==> src/rtl/immediate_formatter.sv <==
`default_nettype none
// ============================================================================
// Module      : immediate_formatter
// Description : Streams a 32-bit immediate as ASCII "0x" + hex digits +
//               delimiter, one character per valid/ready handshake, MSB-first.
//               Feeds a UART/console/listing path so assembled immediates can
//               be echoed back.
// Ports       : clk_in       - system clock
//               rst_in       - synchronous active-high reset
//               start        - format request, accepted only in IDLE
//               immediate    - value to format, latched on accepted start
//               delim_comma  - latched with start; 1 -> ",", 0 -> " "
//               busy         - high from PFX0 through RETURN
//               char_valid   - char_out holds a character to transfer
//               char_ready   - downstream accepts char_out this cycle
//               char_out     - ASCII character
//               done_flag    - one-cycle pulse after the delimiter transfer
// Parameters  : NUM_DIGITS (1..8) digits emitted from the low 4*NUM_DIGITS bits
//               UPPERCASE  1 -> 'A'-'F' and 'X', 0 -> 'a'-'f' and 'x'
// Options     : LEADING_ZERO_SUPPRESS_EN - when defined, leading zero digits
//               are skipped (a zero value still emits a single "0").
// Revision    : 1.0 - initial release
// ============================================================================
module immediate_formatter #(
  parameter int NUM_DIGITS = 8,
  parameter int UPPERCASE  = 0
) (
  input  logic        clk_in,
  input  logic        rst_in,
  input  logic        start,
  input  logic [31:0] immediate,
  input  logic        delim_comma,
  output logic        busy,
  output logic        char_valid,
  input  logic        char_ready,
  output logic [7:0]  char_out,
  output logic        done_flag
);

  localparam logic [2:0] C_LAST_DIGIT = 3'(NUM_DIGITS - 1);
  // Offset added to nibbles 10..15 so that 10 lands on 'A'/'a'.
  localparam logic [7:0] C_ALPHA_BASE = (UPPERCASE != 0) ? 8'h37 : 8'h57;
  localparam logic [7:0] C_PREFIX_X   = (UPPERCASE != 0) ? 8'h58 : 8'h78;
  localparam logic [7:0] C_CHAR_ZERO  = 8'h30;
  localparam logic [7:0] C_COMMA      = 8'h2C;
  localparam logic [7:0] C_SPACE      = 8'h20;

  typedef enum logic [2:0] {
    S_IDLE   = 3'd0,
    S_PFX0   = 3'd1,
    S_PFX1   = 3'd2,
    S_DIGIT  = 3'd3,
    S_DELIM  = 3'd4,
    S_RETURN = 3'd5
  } state_t;

  state_t      r_state;
  state_t      w_state_nxt;
  logic [31:0] r_value;
  logic [31:0] w_value_nxt;
  logic        r_delim;
  logic        w_delim_nxt;
  logic [2:0]  r_count;
  logic [2:0]  w_count_nxt;
  logic [2:0]  w_start_count;
  logic [7:0]  r_char;
  logic [7:0]  w_char_nxt;
  logic        r_valid;
  logic        w_valid_nxt;
  logic        r_busy;
  logic        r_done;
  logic        w_xfer;

  assign w_xfer = r_valid && char_ready;

  function automatic logic [7:0] hex_ascii(input logic [3:0] nib);
    if (nib < 4'd10) begin
      return C_CHAR_ZERO + {4'h0, nib};
    end
    return C_ALPHA_BASE + {4'h0, nib};
  endfunction

  // Digit index the DIGIT state starts from; resolved at start acceptance so
  // the prefix characters hide the search and latency does not change.
`ifdef LEADING_ZERO_SUPPRESS_EN
  always_comb begin
    w_start_count = 3'd0;
    for (int i = 0; i < NUM_DIGITS; i++) begin
      if (immediate[4*i +: 4] != 4'h0) begin
        w_start_count = 3'(i);
      end
    end
  end
`else
  assign w_start_count = C_LAST_DIGIT;
`endif

  // Next-state logic. Without a transfer every register holds, which keeps
  // char_out stable under backpressure.
  always_comb begin
    w_state_nxt = r_state;
    w_value_nxt = r_value;
    w_delim_nxt = r_delim;
    w_count_nxt = r_count;
    case (r_state)
      S_IDLE: begin
        if (start) begin
          w_value_nxt = immediate;
          w_delim_nxt = delim_comma;
          w_count_nxt = w_start_count;
          w_state_nxt = S_PFX0;
        end
      end
      S_PFX0: begin
        if (w_xfer) w_state_nxt = S_PFX1;
      end
      S_PFX1: begin
        if (w_xfer) w_state_nxt = S_DIGIT;
      end
      S_DIGIT: begin
        if (w_xfer) begin
          if (r_count == 3'd0) begin
            w_state_nxt = S_DELIM;
          end else begin
            w_count_nxt = r_count - 3'd1;
          end
        end
      end
      S_DELIM: begin
        if (w_xfer) w_state_nxt = S_RETURN;
      end
      S_RETURN: begin
        w_state_nxt = S_IDLE;
      end
      default: begin
        w_state_nxt = S_IDLE;
      end
    endcase
  end

  // Output decode from the next state, so the outputs leave the flops
  // aligned with the state they describe.
  always_comb begin
    w_char_nxt  = 8'h00;
    w_valid_nxt = 1'b0;
    case (w_state_nxt)
      S_PFX0: begin
        w_char_nxt  = C_CHAR_ZERO;
        w_valid_nxt = 1'b1;
      end
      S_PFX1: begin
        w_char_nxt  = C_PREFIX_X;
        w_valid_nxt = 1'b1;
      end
      S_DIGIT: begin
        w_char_nxt  = hex_ascii(w_value_nxt[{w_count_nxt, 2'b00} +: 4]);
        w_valid_nxt = 1'b1;
      end
      S_DELIM: begin
        w_char_nxt  = w_delim_nxt ? C_COMMA : C_SPACE;
        w_valid_nxt = 1'b1;
      end
      default: begin
        w_char_nxt  = 8'h00;
        w_valid_nxt = 1'b0;
      end
    endcase
  end

  always_ff @(posedge clk_in) begin
    if (rst_in) begin
      r_state <= S_IDLE;
      r_value <= 32'h0;
      r_delim <= 1'b0;
      r_count <= 3'd0;
      r_char  <= 8'h00;
      r_valid <= 1'b0;
      r_busy  <= 1'b0;
      r_done  <= 1'b0;
    end else begin
      r_state <= w_state_nxt;
      r_value <= w_value_nxt;
      r_delim <= w_delim_nxt;
      r_count <= w_count_nxt;
      r_char  <= w_char_nxt;
      r_valid <= w_valid_nxt;
      r_busy  <= (w_state_nxt != S_IDLE);
      r_done  <= (w_state_nxt == S_RETURN);
    end
  end

  assign busy       = r_busy;
  assign char_valid = r_valid;
  assign char_out   = r_char;
  assign done_flag  = r_done;

endmodule
`default_nettype wire

==> config.mk <==
export PLATFORM = sky130hd
export DESIGN_NAME = immediate_formatter
export DESIGN_NICKNAME = d
export VERILOG_FILES = /design/src/rtl/immediate_formatter.sv
export SDC_FILE = /design/constraint.sdc
export NUM_CORES = 1
export LEC_CHECK = 0
export ABC_CLOCK_PERIOD_IN_PS = 9450
export CAP_MARGIN = 25
export CORE_ASPECT_RATIO = 0.5
export CORE_MARGIN = 2
export CORE_UTILIZATION = 57
export CTS_CLUSTER_SIZE = 14
export DETAILED_ROUTE_END_ITERATION = 6
export PLACE_DENSITY = 0.85
export SLEW_MARGIN = 20
export SYNTH_ARGS = -nofsm -noshare
export SYNTH_HDL_FRONTEND = slang
export SYNTH_SLANG_ARGS = --single-unit
==> constraint.sdc <==
create_clock -name clk_in -period 9.45 [get_ports clk_in]
set_clock_uncertainty 0.2 [all_clocks]
set_input_delay 1.89 -clock clk_in [delete_from_list [all_inputs] [get_ports clk_in]]
set_output_delay 1.89 -clock clk_in [all_outputs]
set_load 0.05 [all_outputs]
==> results.md <==
- Result of the run: completed
- Syn_area_per_cell: 7.93 um^2
- HP Class: reg2reg
- Worst-path clk slew: 0.09 ns
- Peak supply drop: 0.107 mV
- # placed instances: 430
- Sequential-to-total area share from yosys stat: 35.7%
- Yosys cell types: 68
- Syn-to-layout area delta: 19.4%
- Mux share of post-synthesis cell area: 2.82%
- Starting Density: 61.0%
- Final Max Tran Viols: 0
- Critical path class: in2reg
- Most common flop cell mapped by yosys: dfxtp_1
- Crit path launch type: primary input
- Grt ovf: 0
- DIE AREA: 0.00543 mm^2
- WL final: 7420 um
- Worst hold margin: 0.257 ns
- Final Critical Period: 4.97 ns
- Worst-path fanout max: 14
- Die height: 53.1 um
- Fraction of registers with async set/reset: 0%
- Synthesized Nets: 387
- Main combinational cell family by area after synthesis: compound AO/OA/AOI/OAI gates
- Initial antenna violation count: 0
- Maximum clock insertion buffer count: 2
- Layout cells sized above 1: 7.53%
- Number of synthesis warnings: 0
- Vias: 2,693
- ANT cells: 0
- Crit path required time: 9.51 ns
- Post-synthesis compound-gate area fraction: 27.1%
- Die X: 102 um
- Most frequent cells in the layout: nand2_1 (77), dfxtp_1 (49), clkdlybuf4s50_1 (46)
- Period utilisation layout: 52.6%
- Synth Area in XOR/XNOR: 0.318%
- Fmax: 201 MHz
- ANT nets after route: 0
- Clk Latency, worst-skew pair: 0.31 ns
- Clk sink count: 49
- Filler cells: 366
- Detail-routed via count per cell: 6.15
- Nets: 411
- Core Region: 0.00451 mm^2
- Cell area after synthesis: 0.00275 mm^2
- Post-synthesis register bit count: 49
- Non-filler cells, final: 438
- Total iterations of the first detailed-routing run: 5
- DP Wirelength: 5050 um
- Total track usage: 29.3%
- I/O pins: 48
- Post CTS Setup Buffer Count: 0
- DRT iter0 DRCs: 232
- Final setup viols: 0
- Crit end category: register
- Synth Area in Simple Gates: 25.9%
- Resize count post-CTS: 0
- PortBufs: 46
- H-tree depth: 2
- Wire length per cell: 16.9 um
- Max Cap Violations: 0
- Lkg Pwr: 0.00117 uW
- Most common cell after layout, fill and taps aside: nand2_1
- Setup_tns: 0 ns
- Post-Syn Instances: 347
- CTS Hold Buffers Added: 0
- Number of synthesized flops with an enable pin: 0
- Vias in the first global route: 2,487
- Drc violations: 0
- Largest net degree at the start of global routing: 50
- First-pass GRT wire length: 12,000 um
- Slew @ Worst Pin: 0.937 ns
- RSZ-0062 raised after global routing: false
- CTS buffer count: 5
- Clock tree from TritonCTS: done
- # rows: 17
- Final hold violations: 0
- Cell Pwr Density: 166 mW/mm^2
- Slew margin rel.: 37.5%
- Worst EP arrival: 5.03 ns
- Synthesized-area fraction occupied by adder cells: 1.36%
- Root Buffer: clkbuf_8
- GPL Wtd Cong: 0.979
routing by layer:
layer | GRT usage, % | wire [um] | up-vias
li1 | - | - | 1300
met1 | 40.9 | 3650 | 1272
met2 | 44.0 | 3100 | 114
met3 | 10.0 | 634 | 7
met4 | 6.22 | 44 | 0
met5 | 0 | 0 | -
worst paths after layout:
path	startpoint	endpoint	slack, ns	depth (start not counted)
hold reg to reg	r_value[5]	r_value[5]	0.26	2
hold / removal	r_value[5]	r_value[5]	0.26	2
setup reg to reg	r_count[0]	char_out[1]	5.08	11
setup / recovery	char_ready	char_out[1]	4.48	10
Yosys cell counts, drive strengths merged, types with 3 or more instances:
master   number  area share, %
nand2        77             11
buf          14            3.5
a211o         3           0.96
nor3          5            1.5
a31oi        10            2.5
clkbuf       18            2.5
nor2         22            3.0
a211oi        3           0.82
o211ai        5            2.0
o22ai         4           0.91
mux2          3            1.4
o221ai        3           0.96
o31ai         4            1.6
a2111oi       3           0.96
mux2i         4            1.5
o21ai         6            1.1
a21oi        37            6.7
and3          3           0.68
ha            3            1.4
o21a          4            1.1
a311oi        4            1.3
nand4         9            2.0
nor2b         4            1.0
or3           5            1.1
nand3         7            1.3
dfxtp        49             36
inv           4           0.55
nand2b        3           0.68
o311ai        4            1.3
stage by stage:
step	setup slack, ns	util, %	cell area, um^2	power [uW]
detailed placement	4.24	69.9	3150	369
floorplan	5.34	-	2750	329
global placement	4.39	69.9	3150	365
CTS	4.56	72.8	3280	545
finish	4.48	72.8	3280	546
global route	4.31	72.8	3280	569
area by class of cell:
class | count | area (um^2) | share of cell area (%)
Timing Repair Buffer | 49 | 483 | 14.7
Clock buffer | 5 | 68.8 | 2.10
Inverter | 5 | 18.8 | 0.571
Multi-Input combinational cell | 261 | 1590 | 48.3
Sequential cell | 49 | 981 | 29.9
Clock inverter | 3 | 65.1 | 1.98
Tap cell | 66 | 82.6 | 2.51
sequential cells by signal (all words and copies together) (netlist names):
register	count
r_value	32
done_flag	1
r_count	3
r_state	3
char_valid	1
r_delim	1
char_out	7
busy	1
cells by family after synthesis:
| logic type | after synthesis |
|---|---|
| simple gates | 145 |
| compound gates | 104 |
| flops | 49 |
| buf+inv | 37 |
| mux | 7 |
| fa+ha+maj | 3 |
| other cells | 1 |
| xor+xnor | 1 |
power breakdown:
group	internal (uW)	switching (uW)	total, uW
Clock	105	73.1	178
Combinational	54.1	78.7	133
Sequential	220	15.8	235
Total	379	168	546
worst max-delay path: stages:
cell and delay, ns:
clkdlybuf4s50_1 0.57, and4b_1 0.60, nand4_1 0.39, nand3_1 0.24, mux2_1 0.34, a211o_1 0.34, nand2_1 0.10, ha_1 0.23
a21oi_1 0.17, o21a_1 0.15
No activity file was read; power rests on OpenSTA's default activity.
